[src/rtl/i2s_tx_cs4344.sv]
// i2s_tx_cs4344 - I2S transmitter for the CS4344 stereo DAC.
//
// Takes stereo 16-bit PCM pairs from the upstream PCM FIFO over a valid/ready
// handshake and shifts them out as standard I2S with MCLK = 256*fs and
// SCLK = 64*fs. A fractional NCO turns the system clock into a 512*fs tick;
// a 9-bit frame counter advanced by that tick produces every DAC pin.
// All state changes on the falling edge of clk.
//
// Ports:
//   clk           system clock (logic runs on negedge)
//   rst           synchronous active-high reset
//   s_valid       upstream has a sample pair
//   s_ready       pair is accepted this cycle (hold register empty)
//   s_left        signed left sample
//   s_right       signed right sample
//   mute          forces sdin low from the next slot boundary
//   mclk          DAC master clock (256*fs)
//   sclk          DAC bit clock (64*fs)
//   lrck          word select, 0 = left channel
//   sdin          DAC serial data, MSB first, one bit after the lrck edge
//   frame_start   one-cycle pulse as a new frame begins
//   underrun      one-cycle pulse when a frame starts with no pair held
//   underrun_cnt  saturating count of underruns
module i2s_tx_cs4344 #(
    parameter int unsigned CLK_DIV = 2214425,
    parameter int unsigned CLK_INC = 1000000
) (
    input  logic        clk,
    input  logic        rst,
    input  logic        s_valid,
    output logic        s_ready,
    input  logic [15:0] s_left,
    input  logic [15:0] s_right,
    input  logic        mute,
    output logic        mclk,
    output logic        sclk,
    output logic        lrck,
    output logic        sdin,
    output logic        frame_start,
    output logic        underrun,
    output logic [15:0] underrun_cnt
);

    // Phase step subtracted on a tick; tick fires when acc + CLK_INC would
    // reach CLK_DIV, so the tick rate is f_clk * CLK_INC / CLK_DIV.
    localparam logic [21:0] STEP = 22'(CLK_DIV - CLK_INC);
    localparam logic [21:0] INC  = 22'(CLK_INC);

    logic [21:0] acc_q;
    logic [21:0] acc_d;
    logic [8:0]  ctr_q;
    logic [8:0]  ctr_d;

    logic        tick;
    logic        frame_tick;
    logic        slot_tick;
    logic        load;
    logic        underrun_d;

    logic        hold_full_q;
    logic [15:0] hold_l_q;
    logic [15:0] hold_r_q;
    logic [15:0] active_l_q;
    logic [15:0] active_r_q;

    logic        mclk_q;
    logic        sclk_q;
    logic        lrck_q;
    logic        sdin_q;
    logic        sdin_d;
    logic        frame_start_q;
    logic        underrun_q;
    logic [15:0] underrun_cnt_q;
    wire  [15:0] underrun_cnt_d;

    logic [4:0]  slot;
    logic [3:0]  bit_idx;
    logic [15:0] word;

    always_comb begin
        tick       = (acc_q >= STEP);
        acc_d      = tick ? (acc_q - STEP) : (acc_q + INC);
        ctr_d      = tick ? (ctr_q + 9'd1) : ctr_q;
        frame_tick = tick && (ctr_q == 9'd511);
        slot_tick  = tick && (ctr_d[2:0] == 3'd0);

        // Slot/channel come from the post-update counter. At a frame start
        // the slot is 0 (always silent), so using the not-yet-updated active
        // word there is harmless; the new pair is first read in left slot 1.
        slot    = ctr_d[7:3];
        word    = ctr_d[8] ? active_r_q : active_l_q;
        bit_idx = 4'(5'd16 - slot);

        sdin_d = sdin_q;
        if (slot_tick) begin
            sdin_d = !mute && (slot >= 5'd1) && (slot <= 5'd16) && word[bit_idx];
        end

        load       = s_valid && s_ready;
        underrun_d = frame_tick && !hold_full_q;
    end

    assign underrun_cnt_d = (underrun_d && (underrun_cnt_q != 16'hFFFF))
                          ? (underrun_cnt_q + 16'd1) : underrun_cnt_q;

    assign s_ready = !rst && !hold_full_q;

    always_ff @(negedge clk) begin
        if (rst) begin
            acc_q          <= '0;
            ctr_q          <= '0;
            hold_full_q    <= 1'b0;
            hold_l_q       <= '0;
            hold_r_q       <= '0;
            active_l_q     <= '0;
            active_r_q     <= '0;
            mclk_q         <= 1'b0;
            sclk_q         <= 1'b0;
            lrck_q         <= 1'b0;
            sdin_q         <= 1'b0;
            frame_start_q  <= 1'b0;
            underrun_q     <= 1'b0;
            underrun_cnt_q <= '0;
        end else begin
            acc_q <= acc_d;
            ctr_q <= ctr_d;

            if (tick) begin
                mclk_q <= ctr_d[0];
                sclk_q <= ctr_d[2];
                lrck_q <= ctr_d[8];
            end
            sdin_q <= sdin_d;

            frame_start_q  <= frame_tick;
            underrun_q     <= underrun_d;
            underrun_cnt_q <= underrun_cnt_d;

            if (frame_tick) begin
                if (hold_full_q) begin
                    active_l_q  <= hold_l_q;
                    active_r_q  <= hold_r_q;
                    hold_full_q <= 1'b0;
                end else begin
                    active_l_q <= '0;
                    active_r_q <= '0;
                end
            end

            // load only happens with the hold empty, so it never collides
            // with the frame-start drain above.
            if (load) begin
                hold_l_q    <= s_left;
                hold_r_q    <= s_right;
                hold_full_q <= 1'b1;
            end
        end
    end

    assign mclk         = mclk_q;
    assign sclk         = sclk_q;
    assign lrck         = lrck_q;
    assign sdin         = sdin_q;
    assign frame_start  = frame_start_q;
    assign underrun     = underrun_q;
    assign underrun_cnt = underrun_cnt_q;

endmodule

[config.mk]
export PLATFORM = sky130hd
export DESIGN_NAME = i2s_tx_cs4344
export DESIGN_NICKNAME = d
export VERILOG_FILES = /design/src/rtl/i2s_tx_cs4344.sv
export SDC_FILE = /design/constraint.sdc
export NUM_CORES = 1
export LEC_CHECK = 0
export ABC_AREA = 1
export BUFFER_PORTS_ARGS = -buffer_cell sky130_fd_sc_hd__buf_4
export CAP_MARGIN = 20
export CELL_PAD_IN_SITES_DETAIL_PLACEMENT = 0
export CELL_PAD_IN_SITES_GLOBAL_PLACEMENT = 1
export CORE_ASPECT_RATIO = 1.4
export CORE_MARGIN = 10
export CORE_UTILIZATION = 42
export DETAILED_ROUTE_END_ITERATION = 10
export PLACE_DENSITY = 0.84
export SYNTH_ARGS = -nofsm -noshare
export SYNTH_HDL_FRONTEND = slang
export SYNTH_SLANG_ARGS = --single-unit
[constraint.sdc]
create_clock -name clk -period 3.72 [get_ports clk]
set_input_delay 0.186 -clock clk [delete_from_list [all_inputs] [get_ports clk]]
set_output_delay 0.186 -clock clk [all_outputs]
set_load 0.01 [all_outputs]
==> results.sh, run 1 <==
export IMPL_ys_warnings_count=0
export IMPL_h_tree_depth=4
export IMPL_holdWs_ps=444.1
export IMPL_critPathCaptureType="output pin"
export IMPL_cts_hold_buf=0
export IMPL_drt_wirelength_per_cell_um=12.97
export IMPL_die_area_um2=18230
export IMPL_final_cell_mix="183 x inv_1, 127 x nand2_1, 118 x dfxtp_1, 114 x nand3_1, 71 x a21oi_1"
export IMPL_num_vias=5542
export IMPL_routed_wl_mm=14.17
export IMPL_synthCells=761
export IMPL_hold_viol_final=0
export IMPL_initial_core_util=0.4298
export IMPL_yosysSeqAreaShare=0.4269
export IMPL_path_max_fanout=2
export IMPL_cts_tree="built"
export IMPL_p_seq_frac=0.311
export IMPL_maxSlewViolCount=0
export IMPL_worstRegToRegCells=17
export IMPL_die_x_um=117.0
export IMPL_cp_arrival_ps=2910
export IMPL_critPathRequiredTime_ps=3530
export IMPL_clk_pin_slew_ps=30
export IMPL_clock_sinks=118
export IMPL_p_sw_mw=2.116
export IMPL_ctsResizeCount=0
export IMPL_drt_vias_per_instance=5.075
export IMPL_numCtsBuffers=17
export IMPL_globalRouteOverflowTotal=0
export IMPL_fin_nets=969
export IMPL_register_area_um2=2362
export IMPL_worstHoldPathType="reg2reg"
export IMPL_netlist_area_um2=5534
export IMPL_synth_nets=804
export IMPL_p_per_area_nw_per_um2=742.4
export IMPL_drt_iter0_markers=289
export IMPL_clock_latency_ps=450
export IMPL_multiInputGateArea_um2=2694
export IMPL_coreArea_um2=12870
export IMPL_holdPathEnd="hold_r_q[12]$_SDFFE_NP0P_"
export IMPL_yosys_register_bits=118
export IMPL_outcome="finished, final reports clean"
export IMPL_chipHeight_um=155.8
export IMPL_grt_pass1_wl_mm=24.45
export IMPL_io_buffer_count=58
export IMPL_syn2layout_area_growth_pct=27.42
export IMPL_clock_skew_final_ps=19.53
export IMPL_rr_startpoint="acc_q[0]$_SDFFE_NP0N_"
export IMPL_irDropWorstVdd_v=0.0002804
export IMPL_cts_max_path_buffers=2
export IMPL_crit_start="hold_full_q$_SDFFE_NP0P_"
export IMPL_synth_edff_count=0
export IMPL_routabilityCongestion=0.8532
export IMPL_rsz0062_at_grt="no"
export IMPL_async_flop_share=0
export IMPL_synth_top_flop_cell="dfxtp_1"
export IMPL_p_clk_frac=0.395
export IMPL_diodes=0
export IMPL_ios=59
export IMPL_postRouteAntennaNets=0
export IMPL_hold_depth=2
export IMPL_netlist_area_leader_share=0.4269
export IMPL_nFillCells=1276
export IMPL_rows=49
export IMPL_yosys_top_cells_area="dfxtp_1 43%, nand3_1 10%, nand2_1 8.6%, a21oi_1 6.4%, o21ai_0 6.1%"
export IMPL_worstMarginPinSlew_ps=543.9
export IMPL_power_frac_comb=0.294
export IMPL_maxCapViolations=0
export IMPL_slew_headroom=0.6365
export IMPL_post_cts_setup_buffers=0
export IMPL_yosysUniqueCellTypes=46
export IMPL_final_common_cell="inv_1"
export IMPL_cellLeakagePower_nw=3.408
export IMPL_dp_hpwl_mm=9.927
export IMPL_grt_max_degree=49
export IMPL_r2r_slack_ps=810
export IMPL_synth_avg_cell_area_um2=7.272
export IMPL_grt_usage=0.1632
export IMPL_setup_violations_final=0
export IMPL_p_int_mw=3.119
export IMPL_fin_util=0.5477
export IMPL_worstSetupPathType="reg2out"
export IMPL_drcViolationCount=0
export IMPL_reg2reg_to="sdin$_SDFFE_NP0P_"
export IMPL_startpoint_type="flop"
export IMPL_grt_pass1_vias=5922
export IMPL_swShare=0.4042
export IMPL_antenna_found_initial=0
export IMPL_drive_gt1_frac=0.1534
export IMPL_cts_root_buf="clkbuf_16"
export IMPL_hold_start="hold_r_q[12]$_SDFFE_NP0P_"
export IMPL_firstDrtPassIters=5
export IMPL_setup_tns_ps=0
export IMPL_synth_area_leader_cell="dfxtp_1"
[worst max path at each step]
stage                                 to  depth (start not counted)
6_report                         s_ready                          2
5_1_grt             acc_q[20]$_SDFF_NP0_                         14
4_1_cts                          s_ready                          2
3_5_place_dp    hold_r_q[1]$_SDFFE_NP0P_                          6
3_3_place_gp   hold_l_q[14]$_SDFFE_NP0P_                          6
2_1_floorplan   hold_r_q[0]$_SDFFE_NP0P_                          6
[routing by layer]
metal | GRT usage | vias up | wire length (um)
li1 | - | 2869 | -
met2 | 0.2917 | 122 | 7771
met4 | 0.1110 | 0 | 361
met1 | 0.1484 | 2519 | 5429
met5 | 0 | - | 0
met3 | 0.05966 | 32 | 604
[sequential cells by signal (all words and copies together) (netlist names)]
signal,flops
sclk,1
acc_q,22
ctr_q,9
sdin,1
lrck,1
mclk,1
active_l_q,16
underrun_cnt,16
frame_start,1
hold_l_q,16
hold_full_q,1
hold_r_q,16
active_r_q,16
underrun,1
[layout make-up]
type	instances	share of cell area
sequential	118	0.3350
multi-input combinational	527	0.3820
timing repair buffer	65	0.06920
tap	153	0.02715
clock inverter	133	0.08357
clock buffer	17	0.06033
inverter	79	0.04276
[power by group through the flow]
stage	Sequential [mW]	Combinational [mW]	Clock [mW]
global placement	1.64	1.51	0.193
global route	1.66	1.80	2.28
CTS	1.63	1.55	2.14
detailed placement	1.64	1.54	0.193
floorplan	1.60	1.28	0.193
finish	1.63	1.54	2.07
[Yosys cell counts, types with 7 or more instances]
master,number
nand3_1,114
nor2_1,54
nor3_1,22
clkbuf_1,23
nand2_1,127
o21ai_0,67
ha_1,7
inv_2,12
a21oi_1,71
nand2_2,7
dfxtp_1,118
inv_1,66
[critical path, cell delays in order, from the launching register on]
cell and delay [ps]:
dfxtp_1 310, nor2_1 120, buf_4 170
[cell families after synthesis]
kind of cell / Yosys count / share of synthesized area
AOI/OAI and AO/OA: 157 / 0.1506
xor gates and xnor gates: 8 / 0.01402
adders and majority gates: 7 / 0.01583
buffers and inverters: 116 / 0.08637
DFF: 118 / 0.4269
and+or+nand+nor: 355 / 0.3064
[stage by stage]
| stage | cell area [um2] | std cells | setup WS (ps) | power, mW |
|---|---|---|---|---|
| after floorplan | 5534 | 761 | 484.3 | 3.069 |
| after global placement | 6041 | 943 | 458.5 | 3.343 |
| after detailed placement | 6041 | 943 | 383.9 | 3.378 |
| after CTS | 7052 | 1092 | 614.8 | 5.322 |
| after global routing | 7052 | 1092 | 467.3 | 5.736 |
| final | 7052 | 1092 | 626.8 | 5.235 |
(Power assumes the default switching activity.)
==> run 2, diff against run 1 <==
ABC_AREA = 0   (was 1)
CORE_UTILIZATION = 39   (was 42)
PLACE_DENSITY = 0.81   (was 0.84)
clock period = 2.8 ns   (was 3.72 ns; I/O delays follow)
==> results.sh, run 2 <==
export IMPL_outcome="finished, violations left"
export IMPL_violations="setup timing"
export IMPL_initial_core_util=0.4009
export IMPL_clock_latency_ps=450
export IMPL_drcViolationCount=0
export IMPL_instances_no_fill=1032
export IMPL_final_cell_mix="123 x nand2_1, 121 x inv_1, 111 x dfxtp_1, 111 x buf_4, 63 x nor2_1"
export IMPL_firstDrtPassIters=4
export IMPL_worst_slack_ps=-182.2
export IMPL_rows=49
export IMPL_drt_iter0_markers=273
export IMPL_startpoint_type="flop"
export IMPL_syn2layout_area_growth_pct=41.37
export IMPL_place_inst=876
export IMPL_max_freq_mhz=335.3
export IMPL_cpPeakStageDelay_ps=490
export IMPL_nFillCells=1208
export IMPL_cts_hold_buf=0
export IMPL_die_x_um=117.7
export IMPL_antenna_found_initial=0
export IMPL_fin_crit_sh=1.065
export IMPL_num_vias=5063
export IMPL_final_common_cell="nand2_1"
export IMPL_clock_skew_final_ps=22.50
export IMPL_hold_viol_final=0
export IMPL_largest_reg_flops=22
export IMPL_rsz0062_at_grt="yes"
export IMPL_h_tree_depth=4
export IMPL_critPathRequiredTime_ps=4550
export IMPL_largest_register="acc_q"
export IMPL_slew_headroom=0.6659
export IMPL_cts_max_path_buffers=2
export IMPL_setup_tns_ps=-182.2
export IMPL_grt_pass1_vias=5366
export IMPL_postRouteAntennaNets=0
export IMPL_synth_area_leader_cell="dfxtp_1"
export IMPL_irDropWorstVdd_v=0.0003756
export IMPL_grt_busiest_layer="met2"
export IMPL_maxCapViolations=0
export IMPL_cts_root_buf="clkbuf_16"
export IMPL_yosysSeqAreaShare=0.4533
export IMPL_clock_sinks=118
export IMPL_ios=59
export IMPL_synth_edff_count=0
export IMPL_synth_top_flop_cell="dfxtp_1"
export IMPL_critPathCaptureType="flop"
export IMPL_use_met1=0.1376
export IMPL_synthCells=627
export IMPL_die_area_um2=18450
export IMPL_worstHoldPathType="reg2reg"
export IMPL_yosys_register_bits=118
export IMPL_p_per_area_nw_per_um2=893.4
export IMPL_worstSetupPathType="reg2reg"
export IMPL_globalRouteOverflowTotal=0
export IMPL_diodes=0
export IMPL_numCtsBuffers=17
export IMPL_grt_use_met3=0.05654
export IMPL_grt_max_degree=50
export IMPL_netlist_area_um2=5211
export IMPL_drive_gt1_frac=0.2225
export IMPL_worst_path_max_delay_cell="mux4_2"
export IMPL_grt_usage=0.1473
export IMPL_routed_wl_mm=13.53
export IMPL_synth_cells_most_frequent="125 x nand2_1, 118 x dfxtp_1, 64 x nor2_1"
export IMPL_chipHeight_um=156.8
export IMPL_yosys_top_cells_area="dfxtp_1 45%, nand2_1 9.0%, nor2_1 4.6%, xor2_1 4.5%, a21oi_1 4.5%"
export IMPL_setup_violations_final=1
export IMPL_dp_hpwl_mm=9.137
export IMPL_clk_pin_slew_ps=40
export IMPL_worstMarginPinSlew_ps=501.2
export IMPL_ys_warnings_count=0
export IMPL_drt_wirelength_per_cell_um=13.11
export IMPL_drt_vias_per_instance=4.906
export IMPL_synth_avg_cell_area_um2=8.311
export IMPL_yosysUniqueCellTypes=52
export IMPL_maxSlewViolCount=0
export IMPL_cts_tree="built"
export IMPL_path_max_fanout=4
export IMPL_routabilityCongestion=0.8365
export IMPL_use_met2=0.2556
export IMPL_fin_nets=884
export IMPL_async_flop_share=0
export IMPL_cp_arrival_ps=4730
export IMPL_coreArea_um2=13000
export IMPL_synth_most_common_cell="nand2_1"
export IMPL_grt_pass1_wl_mm=22.85
export IMPL_min_period_ps=2982
export IMPL_cellLeakagePower_nw=3.406
export IMPL_io_buffer_count=58
export IMPL_netlist_area_leader_share=0.4533
export IMPL_synth_nets=670
export IMPL_path_cells="inv_2 > ha_2 > or3b_4 > a311oi_4 > o31ai_4 > and2_4 > xnor2_4 > ha_4 > mux4_2 > mux2i_1 > o21ai_1 > o31ai_1"
[run 2: cell types whose count changed after synthesis, moves of 15 or more]
cell,change
inv_1,-61
o21ai_0,-21
a21oi_1,-24
xor2_1,+21
nand3_1,-69
mux2i_1,+15
xnor2_1,+15
nor3_1,-17
[run 2: final timing paths]
check	from	endpoint	slack (ps)	depth (start not counted)
setup / recovery	acc_q[1]$_SDFFE_NP0N_	sdin$_SDFFE_NP0P_	-180	12
hold / removal	active_l_q[11]$_SDFFE_NP0P_	active_l_q[11]$_SDFFE_NP0P_	450	2
setup reg to reg	acc_q[1]$_SDFFE_NP0N_	sdin$_SDFFE_NP0P_	-180	12
hold reg to reg	active_l_q[11]$_SDFFE_NP0P_	active_l_q[11]$_SDFFE_NP0P_	450	2
[run 2: area by class of cell]
class / instances / area (um2) / area share
Inverter: 5 / 21.27 / 0.002887
Timing Repair Buffer: 117 / 948.4 / 0.1287
Clock buffer: 17 / 425.4 / 0.05774
Clock inverter: 133 / 594.3 / 0.08067
Sequential cell: 118 / 2374 / 0.3222
Tap cell: 178 / 222.7 / 0.03023
Multi-Input combinational cell: 464 / 2781 / 0.3775
[run 2: kinds of logic after synthesis]
kind of cell             Yosys count  share of synthesized area
buffers and inverters             45                    0.03505
flip-flops                       118                     0.4533
multiplexers                      24                    0.05906
XOR/XNOR                          44                    0.07539
AO/OA/AOI/OAI                    118                     0.1330
adder cells (fa/ha/maj)            7                    0.01681
AND/OR/NAND/NOR                  271                     0.2274
[run 2: per-layer routing]
layer	routed length, um	share of wire	vias up
met5	0	0	-
met4	399	0.029	0
met3	400	0.030	34
met2	7299	0.54	108
met1	5435	0.40	2352
li1	-	-	2569
[run 2: repair_timing]
action                                  in CTS  in global routing
gates resized for setup                     11                 15
hold endpoints to repair                     0                  0
setup buffers                                1                  6
gates cloned                                 1                  0
pin swaps                                    0                  7
endpoints found under the setup margin      12                 13
[run 2: power by group]
group / switching [mW] / internal (mW)
Combinational: 0.863 / 0.895
Sequential: 0.144 / 1.90
Clock: 1.24 / 1.54
Total: 2.25 / 4.33
[run 2: critical path, delay by kind of cell, from the launching register on]
kind                     cells  cell delay (ps)
buffers and inverters        1               50
XOR/XNOR                     1              130
multiplexers                 2              620
adder cells (fa/ha/maj)      2              460
AND/OR/NAND/NOR              2              580
AO/OA/AOI/OAI                4              720
flip-flops                   1              320
[run 2: through the flow]
stage	util	instance area, um2	power, mW	hold WS, ps	setup WS (ps)
after floorplan	-	5273	3.372	427.8	-292.0
after global placement	0.4753	6177	3.838	442.8	-162.6
after detailed placement	0.4753	6177	3.884	443.3	-273.7
after CTS	0.5598	7276	6.643	447.3	-187.0
after global routing	0.5668	7367	7.094	472.8	-282.4
final	0.5668	7367	6.582	445.2	-182.2
